===== src/rtl/seg_scan_pkg.sv =====
// -----------------------------------------------------------------------------
// seg_scan_pkg
// Shared constants for the seven-segment scan multiplexer.
//   NUM_DIGITS    number of scanned digits
//   SLOT_FIRST    slot index scanned first in a frame (leftmost digit)
//   GLYPH_0..F    active-high segment patterns, bit0 = a ... bit6 = g
// -----------------------------------------------------------------------------
package seg_scan_pkg;

  localparam int NUM_DIGITS = 4;

  typedef logic [1:0] slot_t;

  localparam slot_t SLOT_FIRST = 2'd3;

  //                               gfedcba
  localparam logic [6:0] GLYPH_0 = 7'b0111111;
  localparam logic [6:0] GLYPH_1 = 7'b0000110;
  localparam logic [6:0] GLYPH_2 = 7'b1011011;
  localparam logic [6:0] GLYPH_3 = 7'b1001111;
  localparam logic [6:0] GLYPH_4 = 7'b1100110;
  localparam logic [6:0] GLYPH_5 = 7'b1101101;
  localparam logic [6:0] GLYPH_6 = 7'b1111101;
  localparam logic [6:0] GLYPH_7 = 7'b0000111;
  localparam logic [6:0] GLYPH_8 = 7'b1111111;
  localparam logic [6:0] GLYPH_9 = 7'b1101111;
  localparam logic [6:0] GLYPH_A = 7'b1110111;
  localparam logic [6:0] GLYPH_B = 7'b1111100;
  localparam logic [6:0] GLYPH_C = 7'b0111001;
  localparam logic [6:0] GLYPH_D = 7'b1011110;
  localparam logic [6:0] GLYPH_E = 7'b1111001;
  localparam logic [6:0] GLYPH_F = 7'b1110001;

endpackage


===== src/rtl/seg_scan_mux_decode.sv =====
// -----------------------------------------------------------------------------
// seg7_decode
// Combinational hex glyph decoder. Output is active-high; pin polarity is
// applied by the scanner.
//   i_code  4-bit glyph code
//   o_seg   7-bit segments, bit0 = a ... bit6 = g, 1 = lit
// -----------------------------------------------------------------------------
module seg7_decode
  import seg_scan_pkg::*;
(
  input  logic [3:0] i_code,
  output logic [6:0] o_seg
);

  always_comb begin
    o_seg = GLYPH_0;
    case (i_code)
      4'h0: o_seg = GLYPH_0;
      4'h1: o_seg = GLYPH_1;
      4'h2: o_seg = GLYPH_2;
      4'h3: o_seg = GLYPH_3;
      4'h4: o_seg = GLYPH_4;
      4'h5: o_seg = GLYPH_5;
      4'h6: o_seg = GLYPH_6;
      4'h7: o_seg = GLYPH_7;
      4'h8: o_seg = GLYPH_8;
      4'h9: o_seg = GLYPH_9;
      4'hA: o_seg = GLYPH_A;
      4'hB: o_seg = GLYPH_B;
      4'hC: o_seg = GLYPH_C;
      4'hD: o_seg = GLYPH_D;
      4'hE: o_seg = GLYPH_E;
      4'hF: o_seg = GLYPH_F;
    endcase
  end

endmodule


===== src/rtl/seg_scan_mux.sv =====
// -----------------------------------------------------------------------------
// seg_scan_mux
// Time-multiplexed driver for a common-anode 4-digit seven-segment display.
// One digit per slot of REFRESH_DIV cycles, scanned digit3 -> digit0. All
// digit inputs are snapshotted at frame start so a frame never mixes old and
// new values. Each slot opens with BLANK_CYCLES of all-anodes-off to avoid
// ghosting. REFRESH_DIV must exceed BLANK_CYCLES + 1.
//   clk          system clock
//   rst_n        asynchronous active-low reset
//   enable       scan enable; low blanks outputs and parks at frame start
//   digit3..0    glyph codes, digit3 leftmost
//   dp_mask      decimal point per digit (bit n -> digitn)
//   lz_suppress  leading-zero suppression enable
//   seg          segments a..g (seg[0] = a)
//   dp           decimal point
//   an           anode select (an[n] -> digitn)
//   frame_done   one-cycle pulse after the last cycle of a frame
// -----------------------------------------------------------------------------
module seg_scan_mux
  import seg_scan_pkg::*;
#(
  parameter int REFRESH_DIV    = 1000,
  parameter int BLANK_CYCLES   = 16,
  parameter bit SEG_ACTIVE_LOW = 1'b1,
  parameter bit AN_ACTIVE_LOW  = 1'b1
) (
  input  logic       clk,
  input  logic       rst_n,
  input  logic       enable,
  input  logic [3:0] digit3,
  input  logic [3:0] digit2,
  input  logic [3:0] digit1,
  input  logic [3:0] digit0,
  input  logic [3:0] dp_mask,
  input  logic       lz_suppress,
  output logic [6:0] seg,
  output logic       dp,
  output logic [3:0] an,
  output logic       frame_done
);

  localparam int               DIV_W     = (REFRESH_DIV > 1) ? $clog2(REFRESH_DIV) : 1;
  localparam logic [DIV_W-1:0] DIV_LAST  = DIV_W'(REFRESH_DIV - 1);
  localparam logic [DIV_W-1:0] BLANK_END = DIV_W'(BLANK_CYCLES);
  localparam logic [6:0]       SEG_OFF   = SEG_ACTIVE_LOW ? 7'h7F : 7'h00;
  localparam logic             DP_OFF    = SEG_ACTIVE_LOW;
  localparam logic [3:0]       AN_OFF    = AN_ACTIVE_LOW ? 4'hF : 4'h0;

  logic [DIV_W-1:0]                r_div_cnt;
  slot_t                           r_slot;
  logic [NUM_DIGITS-1:0][3:0]      r_digit;
  logic [NUM_DIGITS-1:0]           r_dp_mask;
  logic                            r_lz;
  logic [6:0]                      r_seg;
  logic                            r_dp;
  logic [3:0]                      r_an;
  logic                            r_frame_done;

  logic                            w_frame_start;
  logic                            w_slot_end;
  logic                            w_drive;
  logic [NUM_DIGITS-1:0][3:0]      w_digit;
  logic [NUM_DIGITS-1:0]           w_dp_mask;
  logic                            w_lz;
  logic [NUM_DIGITS-1:0]           w_blank;
  logic [3:0]                      w_code;
  logic [6:0]                      w_glyph;
  logic [6:0]                      w_seg_hi;
  logic [3:0]                      w_an_hi;
  logic                            w_dp_hi;

  assign w_frame_start = enable && (r_slot == SLOT_FIRST) && (r_div_cnt == '0);
  assign w_slot_end    = (r_div_cnt == DIV_LAST);
  assign w_drive       = (r_div_cnt >= BLANK_END);

  // During the frame-start cycle the shadow is still being loaded; look
  // through to the inputs so a zero-length blank window shows the new frame.
  assign w_digit   = w_frame_start ? {digit3, digit2, digit1, digit0} : r_digit;
  assign w_dp_mask = w_frame_start ? dp_mask : r_dp_mask;
  assign w_lz      = w_frame_start ? lz_suppress : r_lz;

  // Suppression chains left to right; the rightmost digit always shows.
  assign w_blank[3] = w_lz && (w_digit[3] == 4'd0);
  assign w_blank[2] = w_blank[3] && (w_digit[2] == 4'd0);
  assign w_blank[1] = w_blank[2] && (w_digit[1] == 4'd0);
  assign w_blank[0] = 1'b0;

  assign w_code = w_digit[r_slot];

  seg7_decode u_decode (
    .i_code (w_code),
    .o_seg  (w_glyph)
  );

  always_comb begin
    w_seg_hi = w_glyph;
    if (w_blank[r_slot]) begin
      w_seg_hi = 7'h00;
    end
    w_an_hi = 4'b0001 << r_slot;
    w_dp_hi = w_dp_mask[r_slot];
  end

  always_ff @(posedge clk or negedge rst_n) begin
    if (!rst_n) begin
      r_div_cnt    <= '0;
      r_slot       <= SLOT_FIRST;
      r_digit      <= '0;
      r_dp_mask    <= '0;
      r_lz         <= 1'b0;
      r_seg        <= SEG_OFF;
      r_dp         <= DP_OFF;
      r_an         <= AN_OFF;
      r_frame_done <= 1'b0;
    end else if (!enable) begin
      // Shadow registers intentionally hold while disabled.
      r_div_cnt    <= '0;
      r_slot       <= SLOT_FIRST;
      r_seg        <= SEG_OFF;
      r_dp         <= DP_OFF;
      r_an         <= AN_OFF;
      r_frame_done <= 1'b0;
    end else begin
      if (w_frame_start) begin
        r_digit   <= {digit3, digit2, digit1, digit0};
        r_dp_mask <= dp_mask;
        r_lz      <= lz_suppress;
      end

      if (w_slot_end) begin
        r_div_cnt <= '0;
        r_slot    <= r_slot - 2'd1;
      end else begin
        r_div_cnt <= r_div_cnt + DIV_W'(1);
      end

      r_frame_done <= w_slot_end && (r_slot == 2'd0);

      if (w_drive) begin
        r_an  <= AN_ACTIVE_LOW  ? ~w_an_hi  : w_an_hi;
        r_seg <= SEG_ACTIVE_LOW ? ~w_seg_hi : w_seg_hi;
        r_dp  <= SEG_ACTIVE_LOW ? ~w_dp_hi  : w_dp_hi;
      end else begin
        r_an  <= AN_OFF;
        r_seg <= SEG_OFF;
        r_dp  <= DP_OFF;
      end
    end
  end

  // Async reset must force pins inactive without waiting for a clock; the
  // registers already reset asynchronously, so the pins follow directly.
  assign seg        = r_seg;
  assign dp         = r_dp;
  assign an         = r_an;
  assign frame_done = r_frame_done;

endmodule


===== config.mk =====
export PLATFORM = sky130hd
export DESIGN_NAME = seg_scan_mux
export DESIGN_NICKNAME = d
export VERILOG_FILES = /design/src/rtl/seg_scan_pkg.sv /design/src/rtl/seg_scan_mux_decode.sv /design/src/rtl/seg_scan_mux.sv
export SDC_FILE = /design/constraint.sdc
export NUM_CORES = 1
export LEC_CHECK = 0
export BUFFER_PORTS_ARGS = -buffer_cell sky130_fd_sc_hd__buf_4
export CORE_MARGIN = 4
export CORE_UTILIZATION = 50
export CTS_CLUSTER_SIZE = 20
export DETAILED_ROUTE_END_ITERATION = 16
export MAX_ROUTING_LAYER = met4
export PLACE_DENSITY_LB_ADDON = 0.15
export REMOVE_ABC_BUFFERS = 1
export SLEW_MARGIN = 20
export SYNTH_ARGS = -nofsm -noshare
export SYNTH_HDL_FRONTEND = slang
export SYNTH_SLANG_ARGS = --single-unit
export TNS_END_PERCENT = 30

===== constraint.sdc =====
create_clock -name clk -period 3.2 [get_ports clk]
set_input_delay 0.16 -clock clk [delete_from_list [all_inputs] [get_ports clk]]
set_output_delay 0.16 -clock clk [all_outputs]
set_load 0.005 [all_outputs]

# == Word level (Yosys, flattened, before mapping) ==
# Memory sizes are Yosys's and may differ from the RTL's.
# Cells that the tools add are included.
# word_totals
rom_bits,112
wordCells,56
in_bits,24
out_inout_bits,13
reg_bits,46
mem_count,1
# op_classes
magnitude_cmp,2
add_sub_neg,2
eq_ne,3
muxes,21
shift,1
n_bitwise,3
n_reduce_logical,11
# mem_list
memory,words,width,read_ports,rd_ports_with_merged_regs,write_ports,line,source
(name not given),16,7,1,0,0,seg_scan_mux_decode.sv:17,case (i_code)
# op_table
cell,count
2-to-1 mux 7 bit,3
2-to-1 mux 10 bit,2
2-to-1 mux 16 bit,1
2-to-1 mux 4 bit,4
logical NOT 4 bit,3
"adder 10 x 1 -> 10 bit, second input constant",1
"equality test 10 bit, second input constant",1
"greater-or-equal comparator 10 x 5 -> 1 bit, second input constant",1
logical NOT 10 bit,1
binary-select mux 4 bit (select 2 bit),1
inverter 7 bit,1
logical AND 1 bit,6
2-to-1 mux 1 bit,6
binary-select mux 1 bit (select 2 bit),2
2-to-1 mux 2 bit,2
inverter 4 bit,1
"left shift 1 x 2 -> 4 bit, first input constant",1
"less-than comparator 2 x 3 -> 1 bit, second input constant",1
"equality test 2 bit, second input constant",1
logical NOT 2 bit,1
"inequality test 2 x 1 -> 1 bit, second input constant",1
"subtractor 2 x 1 -> 2 bit, second input constant",1
inverter 1 bit,1

# == Logic depth before layout (Yosys ltp) ==
# Gate-level depths: netlist of the first run.
# depth
depth_word,14
depth_mapped,11
depth_no_buf,10

# == Cells and area by module ==
# Synthesis of the first run repeated with hierarchy kept, for this count alone.
# hier_totals
cells_unflattened,213
hier_area_um2,2527.4
# by_module_without_submodules
module,seq_area_each_um2,cells_per_inst,n_inst,area_each_um2
seg_scan_mux,1168.6,180,1,2239.6
seg7_decode,0.0,33,1,287.8

# == Worst setup path after synthesis of the first run ==
# OpenSTA, ideal clock, no wires.
# synth_timing
path_type,register -> register
start,register r_slot[0]
end,"register r_seg[2], in the netlist seg[2]"
n_path_buf,1
required_time_ps,3089
path_stages_with_launch,9
setup_slack_ps,731
setup_ps,111
synth_period_minus_slack_ps,2469
arrival_ps,2358
cell_sequence,dfstp_2 ha_1 and4bb_2 nand4_4 buf_6 mux2i_1 inv_1 ha_1 o311ai_0
# synth_between
elab_chain_cells,14
elab_cells_between_ends,20
classes_between,eq/ne (1); mux (9); bitwise (1); reduce/logical (8); memory (1)
# synth_lines
item,line,source
from (decl),seg_scan_mux.sv:50,slot_t r_slot;
from (signal assigned),seg_scan_mux.sv:132,r_slot <= r_slot - 2'd1;
"parallel branches: the longest is 10 deep, another holds memory read (16 x 7 bit)",-,
2-to-1 mux 7 bit *,seg_scan_mux.sv:97,if (w_blank[r_slot]) begin
inverter 7 bit *,seg_scan_mux.sv:141,r_seg <= SEG_ACTIVE_LOW ? ~w_seg_hi : w_seg_hi;
2-to-1 mux 7 bit *,seg_scan_mux.sv:139,if (w_drive) begin
2-to-1 mux 7 bit *,seg_scan_mux.sv:115,end else if (!enable) begin
to (signal assigned),seg_scan_mux.sv:141,
to (decl),seg_scan_mux.sv:54,logic [6:0] r_seg;
# Mark *: on every way between the ends. The select of a mux whose other input is x is not followed.
# A chain may end at the register's enable or synchronous reset.

# == Worst setup path in the final report of the first run ==
# layout_timing
start,register r_slot[0]
end,"register r_seg[0], in the netlist seg[0]"
# Same word-level chain as after synthesis.

==> flow_metrics.py, run 1 <==
metrics = {
    "cells_and_area": {
        "final_nets": 269,
        "syn2layout_area_growth_pct": 17.19,
        "stdcell_area_um2": 2824,
        "n_fill_cell": 361,
        "layout-drive-gt1-share": 0.3974,
        "antenna_cells": 0,
        "multi_input_area_um2": 1164,
        "seqCellArea_um2": 1169,
    },
    "setup_path": {
        "critical-path-slowest-cell": "dfstp_2",
        "worst-path-buf-inv": 0,
        "crit_path_start_kind": "register",
        "cp_top_family": "simple AND/OR/NAND/NOR gates",
        "worstReg2RegStart": "r_slot[0]",
        "worstPathCellList": "ha_1, and4bb_2, nand4_4, mux2i_1, nor2b_1, a22o_1, o21ai_0",
        "cp.required_ns": 3.40,
        "rr_endpoint": "seg[0]",
        "critPathMaxFanout": 13,
        "slowest_delay_ns": 0.76,
        "critPathArrivalTime_ns": 2.99,
        "r2r_cells": 7,
        "crit_type": "register to register",
        "setup.worst_path.end_class": "register",
        "reg2reg_slack_ns": 0.41,
    },
    "placement": {
        "placed_area_um2": 2724,
        "port_buffers": 36,
        "place_ws_ns": 0.4141,
        "hpwl_um": 3555,
        "place.gp.congestion": 0.9151,
    },
    "pwr": {
        "p_leak_nw": 1.249,
        "switching_share": 0.2796,
        "ir_drop_v": 0.0002133,
        "p_clk_frac": 0.254,
        "p_seq_frac": 0.505,
        "power.total_mw": 1.394,
        "switchingPower_mw": 0.3899,
        "p_int_mw": 1.005,
        "p_comb_frac": 0.241,
        "power_density_nw_per_um2": 493.8,
    },
    "die": {
        "io_pins": 37,
        "die_w_um": 77.43,
        "start_util": 0.5350,
        "num_rows": 24,
        "core-area_um2": 4504,
        "die_area_um2": 5995,
        "die_y_um": 77.43,
    },
    "cts": {
        "clock_path_buffers": 2,
        "cts_resized": 0,
        "cts_root_buf": "clkbuf_8",
        "post_cts_buffers": 0,
        "htreeDepth": 2,
        "path_clk_slew_ns": 0.08,
        "cts_buffers": 5,
        "postCtsHoldBufs": 1,
        "cts_tree": "done",
        "clock_latency_ns": 0.29,
        "numClockSinks": 46,
    },
    "global_routing": {
        "grt_pass1_wl_um": 8155,
        "grt_pass1_vias": 1764,
        "antenna_found_initial": 0,
        "grt_max_degree": 47,
        "overflow": 0,
        "grt_util_all_layers": 0.1718,
    },
    "yosys": {
        "synth_top_cell_by_area": "dfrtp_1",
        "synth_area_leaders": "dfrtp_1, dfstp_2, mux2_2, mux4_2, ha_1",
        "synth_edf_count": 0,
        "synthArstFlopShare": 1.000,
        "ys_warn_count": 0,
        "yosysSeqAreaShare": 0.4849,
        "netlist_area_um2": 2410,
        "synth_cell_types": 39,
        "syn_area_per_cell_um2": 12.49,
        "postSynthCellCount": 193,
        "ys_ff_latch": 46,
        "synth_ff_type": "dfrtp_1",
        "yosys.area.top_type_share": 0.3323,
    },
    "detailed_routing": {
        "wire_per_inst_um": 16.45,
        "routed_wl_um": 4706,
        "vias": 1673,
        "drcViolationCount": 0,
        "first_pass_iters": 4,
        "ant_nets": 0,
        "drt_first_iter_violations": 85,
        "vias_per_cell": 5.850,
    },
    "sta": {
        "worst_slew_pin_slew_ns": 0.7867,
        "maxSlewHeadroom": 0.4605,
        "drv_slew": 0,
        "setup_viol": 0,
        "post-route-period-util": 0.8732,
        "fmax_mhz": 357.9,
        "fin_ws_ns": 0.4056,
        "min_period_ns": 2.794,
        "hold_slack_ns": 0.05484,
        "finalClockSkew_ns": 0.008039,
        "hold_violations": 0,
        "rsz0062_at_grt": "no",
        "tns_ns": 0,
    },
    "min_path": {
        "hold-path-cell-count": 2,
        "holdPathEnd": "r_slot[0]",
        "hold_start": "enable",
        "hold_class": "input pin to register",
    },
    "run_status": {
        "status": "completed",
    },
    "run": {
        "drv_cap": 0,
    },
}
[power groups by stage]
stage	Sequential, mW	Combinational, mW	Clock, mW
final	0.704	0.336	0.355
after detailed placement	0.715	0.332	0
after CTS	0.703	0.335	0.367
after floorplan	0.693	0.234	0
after global routing	0.711	0.368	0.395
after global placement	0.711	0.315	0
[worst reg2reg max path, cell delays in order (launching register included)]
cell	delay [ns]
dfstp_2	0.76
ha_1	0.23
and4bb_2	0.26
nand4_4	0.21
mux2i_1	0.68
nor2b_1	0.31
a22o_1	0.18
o21ai_0	0.08
[cell usage after synthesis (all sizes together), types with 3 or more instances]
| library cell | instances |
|---|---|
| mux2i | 6 |
| xor2 | 5 |
| and3 | 3 |
| nand3 | 8 |
| buf | 5 |
| nor4 | 5 |
| dfstp | 14 |
| nor2 | 10 |
| ha | 12 |
| o21ai | 5 |
| nor3 | 3 |
| mux4 | 9 |
| nand2 | 15 |
| a21oi | 4 |
| dfrtp | 32 |
| nand2b | 3 |
| inv | 9 |
| mux2 | 21 |
[sequential cells by signal, summed over array words and instances (netlist names)]
signal      count
r_digit        16
r_div_cnt      10
seg             7
an              4
r_dp_mask       4
r_slot          2
dp              1
frame_done      1
r_lz            1
[cell usage in the layout (no fill, tap or decap), types with 4 or more instances in the layout]
cell / Yosys / final
xor2_1: 5 / 5
nand3_1: 8 / 8
dfrtp_1: 32 / 32
dfstp_2: 14 / 14
o21ai_0: 5 / 5
inv_1: 9 / 9
clkbuf_8: 0 / 6
mux2_2: 21 / 21
ha_1: 12 / 12
nor2_1: 10 / 10
a21oi_1: 4 / 4
mux2i_1: 5 / 5
nor4_1: 4 / 4
nand2_1: 15 / 15
buf_4: 2 / 39
mux4_2: 9 / 9
[stage by stage]
step / util / std cells
final: 0.6269 / 286
after global routing: 0.6269 / 286
after CTS: 0.6269 / 286
after detailed placement: 0.6047 / 277
after global placement: 0.6047 / 277
after floorplan: - / 186
[kinds of logic after synthesis]
family | synth area share
simple gates | 0.1334
flops | 0.4849
mux | 0.2087
compound gates | 0.05296
buf+inv | 0.03219
fa+ha+maj | 0.06230
xor+xnor | 0.02544
[cell type report]
type / count / share of cell area
inverter: 9 / 0.01196
tap: 52 / 0.02304
multi-input combinational: 131 / 0.4121
sequential: 46 / 0.4138
clock buffer: 8 / 0.03190
timing repair buffer: 40 / 0.1072
[metal layers]
layer	wire length [um]	part of all wire	vias up	GRT usage
li1	-	-	781	-
met1	2079	0.44	824	0.2179
met2	2350	0.50	61	0.2815
met3	218	0.046	7	0.02778
met4	58	0.012	0	0.05872
met5	0	0	-	-
[how the worst max path moves through the flow]
stage	to	cells after the start	start	slack [ns]
final	seg[0]	7	r_slot[0]	0.41
after detailed placement	seg[3]	9	r_slot[0]	0.41
after CTS	seg[3]	9	r_slot[0]	0.39
after global routing	seg[0]	7	r_slot[0]	0.18
after floorplan	seg[2]	7	r_slot[0]	0.42
after global placement	seg[5]	8	r_slot[0]	0.56
Note: power is estimated with default switching activity, not from simulation.
==> run 2: changes to the inputs <==
==> constraint.sdc (replaced) <==
create_clock -name clk -period 3.2 [get_ports clk]
set_input_delay 0 -clock clk [delete_from_list [all_inputs] [get_ports clk]]
set_output_delay 0 -clock clk [all_outputs]
set_load 0.005 [all_outputs]
==> flow_metrics.py, run 2 (synthesis results as in run 1) <==
metrics = {
    "run_status": {
        "status": "completed",
    },
    "global_routing": {
        "overflow": 0,
        "grt_pass1_wl_um": 8521,
        "grt_max_degree": 47,
        "grt_util_all_layers": 0.1794,
        "antenna_found_initial": 0,
        "grt_pass1_vias": 1821,
    },
    "sta": {
        "drv_slew": 0,
        "setup_viol": 0,
        "hold_violations": 0,
        "maxSlewHeadroom": 0.4638,
        "tns_ns": 0,
        "rsz0062_at_grt": "no",
        "min_period_ns": 2.811,
        "worst_slew_pin_slew_ns": 0.7819,
        "hold_slack_ns": 0.2529,
        "fmax_mhz": 355.8,
        "finalClockSkew_ns": 0.01122,
        "post-route-period-util": 0.8784,
    },
    "cells_and_area": {
        "fin_cells": 308,
        "layout-drive-gt1-share": 0.3633,
        "antenna_cells": 0,
        "stdcell_area_um2": 3044,
        "final_cell_mix": "buf_4, dfrtp_1, dlygate4sd3_1",
        "n_fill_cell": 330,
        "largest_reg_flops": 16,
        "syn2layout_area_growth_pct": 26.32,
        "regMostFlops": "r_digit",
        "final_nets": 291,
        "mostFrequentLayoutCell": "buf_4",
    },
    "setup_path": {
        "reg2reg_slack_ns": 0.39,
        "critPathArrivalTime_ns": 2.98,
        "crit_path_start": "r_slot[0]",
        "rr_endpoint": "seg[5]",
        "cp.required_ns": 3.37,
        "crit_path_start_kind": "register",
        "setup.worst_path.end_class": "register",
        "r2r_cells": 8,
        "worstReg2RegStart": "r_slot[0]",
        "crit_end": "seg[5]",
        "critPathMaxFanout": 18,
        "crit_type": "register to register",
    },
    "die": {
        "start_util": 0.5350,
        "die_area_um2": 5995,
        "die_w_um": 77.43,
        "die_y_um": 77.43,
        "num_rows": 24,
        "io_pins": 37,
        "core-area_um2": 4504,
    },
    "placement": {
        "dp_cells": 277,
        "placed_area_um2": 2724,
        "hpwl_um": 3555,
        "place.gp.congestion": 0.9151,
        "port_buffers": 36,
    },
    "cts": {
        "cts_tree": "done",
        "numClockSinks": 46,
        "clock_path_buffers": 2,
        "htreeDepth": 2,
        "post_cts_buffers": 0,
        "cts_root_buf": "clkbuf_8",
        "clock_latency_ns": 0.29,
        "cts_buffers": 5,
        "path_clk_slew_ns": 0.09,
    },
    "run": {
        "drv_cap": 0,
    },
    "pwr": {
        "power_density_nw_per_um2": 467.2,
        "p_leak_nw": 1.341,
        "ir_drop_v": 0.0002297,
        "power.total_mw": 1.422,
    },
    "detailed_routing": {
        "drt_first_iter_violations": 82,
        "vias": 1733,
        "vias_per_cell": 5.627,
        "routed_wl_um": 4970,
        "first_pass_iters": 4,
        "drcViolationCount": 0,
        "wire_per_inst_um": 16.14,
        "ant_nets": 0,
    },
    "min_path": {
        "hold_class": "input pin to async pin",
    },
}
-- run 2: worst min path at each step --
| stage | from | endpoint | slack (ns) | cells past startpoint |
|---|---|---|---|---|
| 5_1_grt | rst_n | frame_done | 0.31 | 2 |
| 6_report | rst_n | r_div_cnt[4] | 0.25 | 2 |
| 2_1_floorplan | rst_n | frame_done | -0.30 | 0 |
| 3_3_place_gp | rst_n | frame_done | 0.02 | 1 |
| 4_1_cts | rst_n | r_div_cnt[4] | 0.27 | 2 |
| 3_5_place_dp | rst_n | r_dp_mask[3] | 0.04 | 1 |
-- run 2: cell type report --
type                       count  area [um2]  share of cell area
sequential                    46        1169              0.3839
multi-input combinational    131        1164              0.3822
timing repair buffer          62       523.0              0.1718
clock buffer                   8       90.09             0.02959
tap                           52       65.06             0.02137
inverter                       9       33.78             0.01110
-- run 2: routing by layer --
| metal | wire length (um) | global-route usage | vias to the layer above | share of wire |
|---|---|---|---|---|
| met3 | 194 | 0.02662 | 7 | 0.039 |
| li1 | - | - | 820 | - |
| met1 | 2274 | 0.2337 | 854 | 0.46 |
| met2 | 2437 | 0.2893 | 52 | 0.49 |
| met4 | 63 | 0.06050 | 0 | 0.013 |
| met5 | 0 | - | - | 0 |
-- run 2: what timing repair did --
action / 4_1_cts / 5_1_grt
gates resized for setup: 0 / 0
endpoints found under the hold margin: 56 / 0
hold buffers: 23 / 0
-- run 2: power breakdown --
group          leakage (nW)  switching (mW)  internal [mW]
sequential            0.545          0.0517          0.653
combinational         0.750           0.167          0.193
clock                0.0455           0.181          0.176
total                  1.34           0.400           1.02
-- run 2: critical path, cell delays in order (launching register included) --
cell      delay [ns]
dfstp_2         0.76
ha_1            0.23
and4bb_2        0.26
nand4_4         0.21
buf_4           0.28
mux2i_2         0.35
buf_4           0.24
mux2i_1         0.21
o221ai_1        0.15
-- run 2: metrics by stage --
step	setup slack, ns	util
after floorplan	0.4194	-
after global placement	0.5565	0.6047
after detailed placement	0.4141	0.6047
after CTS	0.3927	0.6758
after global routing	0.1812	0.6758
final	0.3892	0.6758
==> run 3: changes to the inputs <==
--- a/config.mk
+++ b/config.mk
@@ -5,6 +5,7 @@
 export SDC_FILE = /design/constraint.sdc
 export NUM_CORES = 1
 export LEC_CHECK = 0
+export ABC_AREA = 1
 export BUFFER_PORTS_ARGS = -buffer_cell sky130_fd_sc_hd__buf_4
 export CORE_MARGIN = 4
 export CORE_UTILIZATION = 50
==> flow_metrics.py, run 3 <==
metrics = {
    "run_status": {
        "status": "completed",
    },
    "cells_and_area": {
        "layout-drive-gt1-share": 0.2214,
        "largest_reg_flops": 16,
        "final_cell_mix": "nand2_1, nand3_1, inv_1",
        "antenna_cells": 0,
        "fin_util": 0.6312,
        "mostFrequentLayoutCell": "nand2_1",
        "final_nets": 428,
        "regMostFlops": "r_digit",
        "fin_cells": 463,
        "syn2layout_area_growth_pct": 21.68,
        "n_fill_cell": 476,
    },
    "die": {
        "start_util": 0.5187,
        "core-area_um2": 5140,
        "num_rows": 26,
        "io_pins": 37,
        "die_y_um": 81.03,
        "die_w_um": 81.03,
        "die_area_um2": 6565,
    },
    "cts": {
        "cts_buffers": 5,
        "post_cts_buffers": 0,
        "cts_root_buf": "clkbuf_8",
        "numClockSinks": 46,
        "cts_resized": 0,
        "postCtsHoldBufs": 16,
        "cts_tree": "done",
        "clock_latency_ns": 0.30,
        "clock_path_buffers": 2,
        "htreeDepth": 2,
        "path_clk_slew_ns": 0.09,
    },
    "yosys": {
        "synth_area_leaders": "dfrtp_1, nand2_1, dfstp_2, nand3_1, ha_1",
        "synth_ff_type": "dfrtp_1",
        "synth_cell_types": 33,
        "ys_warn_count": 0,
        "yosysMostFrequentCell": "nand2_1",
        "synth_top_cell_by_area": "dfrtp_1",
        "synth-xor-area-share": 0.003285,
        "synth_top_family_by_area": "simple AND/OR/NAND/NOR gates",
        "yosys-top-cells-count": "nand2_1, nand3_1, inv_1",
        "synth_edf_count": 0,
        "synth-simple-area-share": 0.3778,
        "postSynthCellCount": 339,
        "netlist_area_um2": 2666,
        "synth-compound-area-share": 0.04083,
        "syn_area_per_cell_um2": 7.865,
        "synthArstFlopShare": 1.000,
        "yosysSeqAreaShare": 0.4383,
        "synth-adder-area-share": 0.05631,
        "ys_ff_latch": 46,
        "yosys.area.top_type_share": 0.3003,
        "muxShareOfSynthArea": 0,
    },
    "sta": {
        "min_period_ns": 2.662,
        "fmax_mhz": 375.6,
        "hold_violations": 0,
        "rsz0062_at_grt": "no",
        "worst_slew_pin_slew_ns": 0.5615,
        "post-route-period-util": 0.8319,
        "fin_ws_ns": 0.5379,
        "setup_viol": 0,
        "tns_ns": 0,
        "maxSlewHeadroom": 0.6257,
        "drv_slew": 0,
        "finalClockSkew_ns": 0.006169,
    },
    "global_routing": {
        "antenna_found_initial": 0,
        "grt_util_all_layers": 0.2030,
        "grt_pass1_wl_um": 9998,
        "overflow": 0,
        "grt_max_degree": 47,
        "grt_pass1_vias": 2164,
    },
    "setup_path": {
        "rr_endpoint": "seg[0]",
        "crit_path_start_kind": "register",
        "setup.worst_path.end_class": "register",
        "reg2reg_slack_ns": 0.54,
        "critPathArrivalTime_ns": 2.89,
        "crit_type": "register to register",
        "r2r_cells": 15,
        "cp.required_ns": 3.42,
        "critPathMaxFanout": 19,
        "worstReg2RegStart": "r_slot[0]",
    },
    "pwr": {
        "ir_drop_v": 0.0002339,
        "power.total_mw": 1.777,
        "p_leak_nw": 1.639,
        "power_density_nw_per_um2": 547.8,
    },
    "detailed_routing": {
        "wire_per_inst_um": 12.64,
        "drcViolationCount": 0,
        "routed_wl_um": 5851,
        "ant_nets": 0,
        "drt_first_iter_violations": 166,
        "vias": 2282,
        "first_pass_iters": 4,
        "vias_per_cell": 4.929,
    },
    "min_path": {
        "hold-path-cell-count": 3,
        "holdPathEnd": "r_digit[6]",
        "hold_class": "input pin to register",
        "hold_start": "digit1[2]",
    },
    "run": {
        "drv_cap": 0,
    },
    "placement": {
        "hpwl_um": 4254,
        "place_ws_ns": 0.5808,
        "port_buffers": 36,
        "place.gp.congestion": 0.8898,
        "dp_cells": 439,
    },
}
[run 3: cell types whose count changed in the layout (fill, tap and decap cells not counted), moves of 5 or more]
cell           delta
nand2_1          +89
nand3_1          +34
inv_1            +31
mux2_2           -21
nor2_1           +19
mux4_2            -9
dlygate4sd3_1     -7
inv_2             +6
nand2_2           +6
mux2i_1           -5
[run 3: how the worst max path moves through the flow]
| stage | slack [ns] | to | startpoint |
|---|---|---|---|
| after global routing | 0.28 | seg[3] | r_slot[0] |
| final | 0.54 | seg[0] | r_slot[0] |
| after CTS | 0.56 | seg[0] | r_slot[0] |
| after detailed placement | 0.58 | seg[0] | r_slot[0] |
| after global placement | 0.63 | seg[0] | r_slot[0] |
| after floorplan | 0.88 | seg[5] | r_slot[0] |
[run 3: area by class of cell]
| type | instances | area (um2) | area share |
|---|---|---|---|
| multi-input cells | 240 | 1275 | 0.3930 |
| flip-flops and latches | 46 | 1169 | 0.3602 |
| repair buffers | 52 | 430.4 | 0.1327 |
| inverters | 47 | 176.4 | 0.05438 |
| well taps | 70 | 87.58 | 0.02700 |
| clock buffers | 7 | 76.32 | 0.02352 |
| clock inverters | 1 | 30.03 | 0.009256 |
[run 3: through the flow]
step                cell area (um2)  hold WS, ns
floorplan                      2620      -0.2956
global placement               2978      0.04255
detailed placement             2978      0.04116
CTS                            3244     0.002942
global route                   3244      0.03058
finish                         3244     0.004559
[run 3: logic make-up (layout without fill, tap and decap cells)]
logic type,after synthesis,count (layout)
AO/OA/AOI/OAI,16,16
flip-flops,46,46
buffers and inverters,53,107
AND/OR/NAND/NOR,211,211
XOR/XNOR,1,1
adder cells (fa/ha/maj),12,12
[run 3: per-layer routing]
layer	routed length, um	track usage	part of all wire
met1	2727	0.2718	0.47
met4	93	0.05912	0.016
met5	0	-	0
met2	2758	0.3136	0.47
met3	271	0.03991	0.046
[run 3: worst max-delay path: stages (launching register included)]
cell	delay, ns
dfstp_2	0.64
ha_1	0.21
nand2_1	0.09
nor2_4	0.32
nand2_4	0.20
nand2_1	0.10
nand2_1	0.07
nand2_1	0.06
nand2_1	0.09
nor2_4	0.18
inv_1	0.10
ha_1	0.20
nand3_1	0.08
nand2_1	0.06
nand2_1	0.08
nand3_1	0.08
[run 3: report_power, final]
| part | total, mW | leakage, nW | internal [mW] | switching, mW |
|---|---|---|---|---|
| registers | 0.728 | 0.551 | 0.689 | 0.0394 |
| clock network | 0.426 | 0.0524 | 0.234 | 0.193 |
| logic | 0.623 | 1.04 | 0.221 | 0.402 |
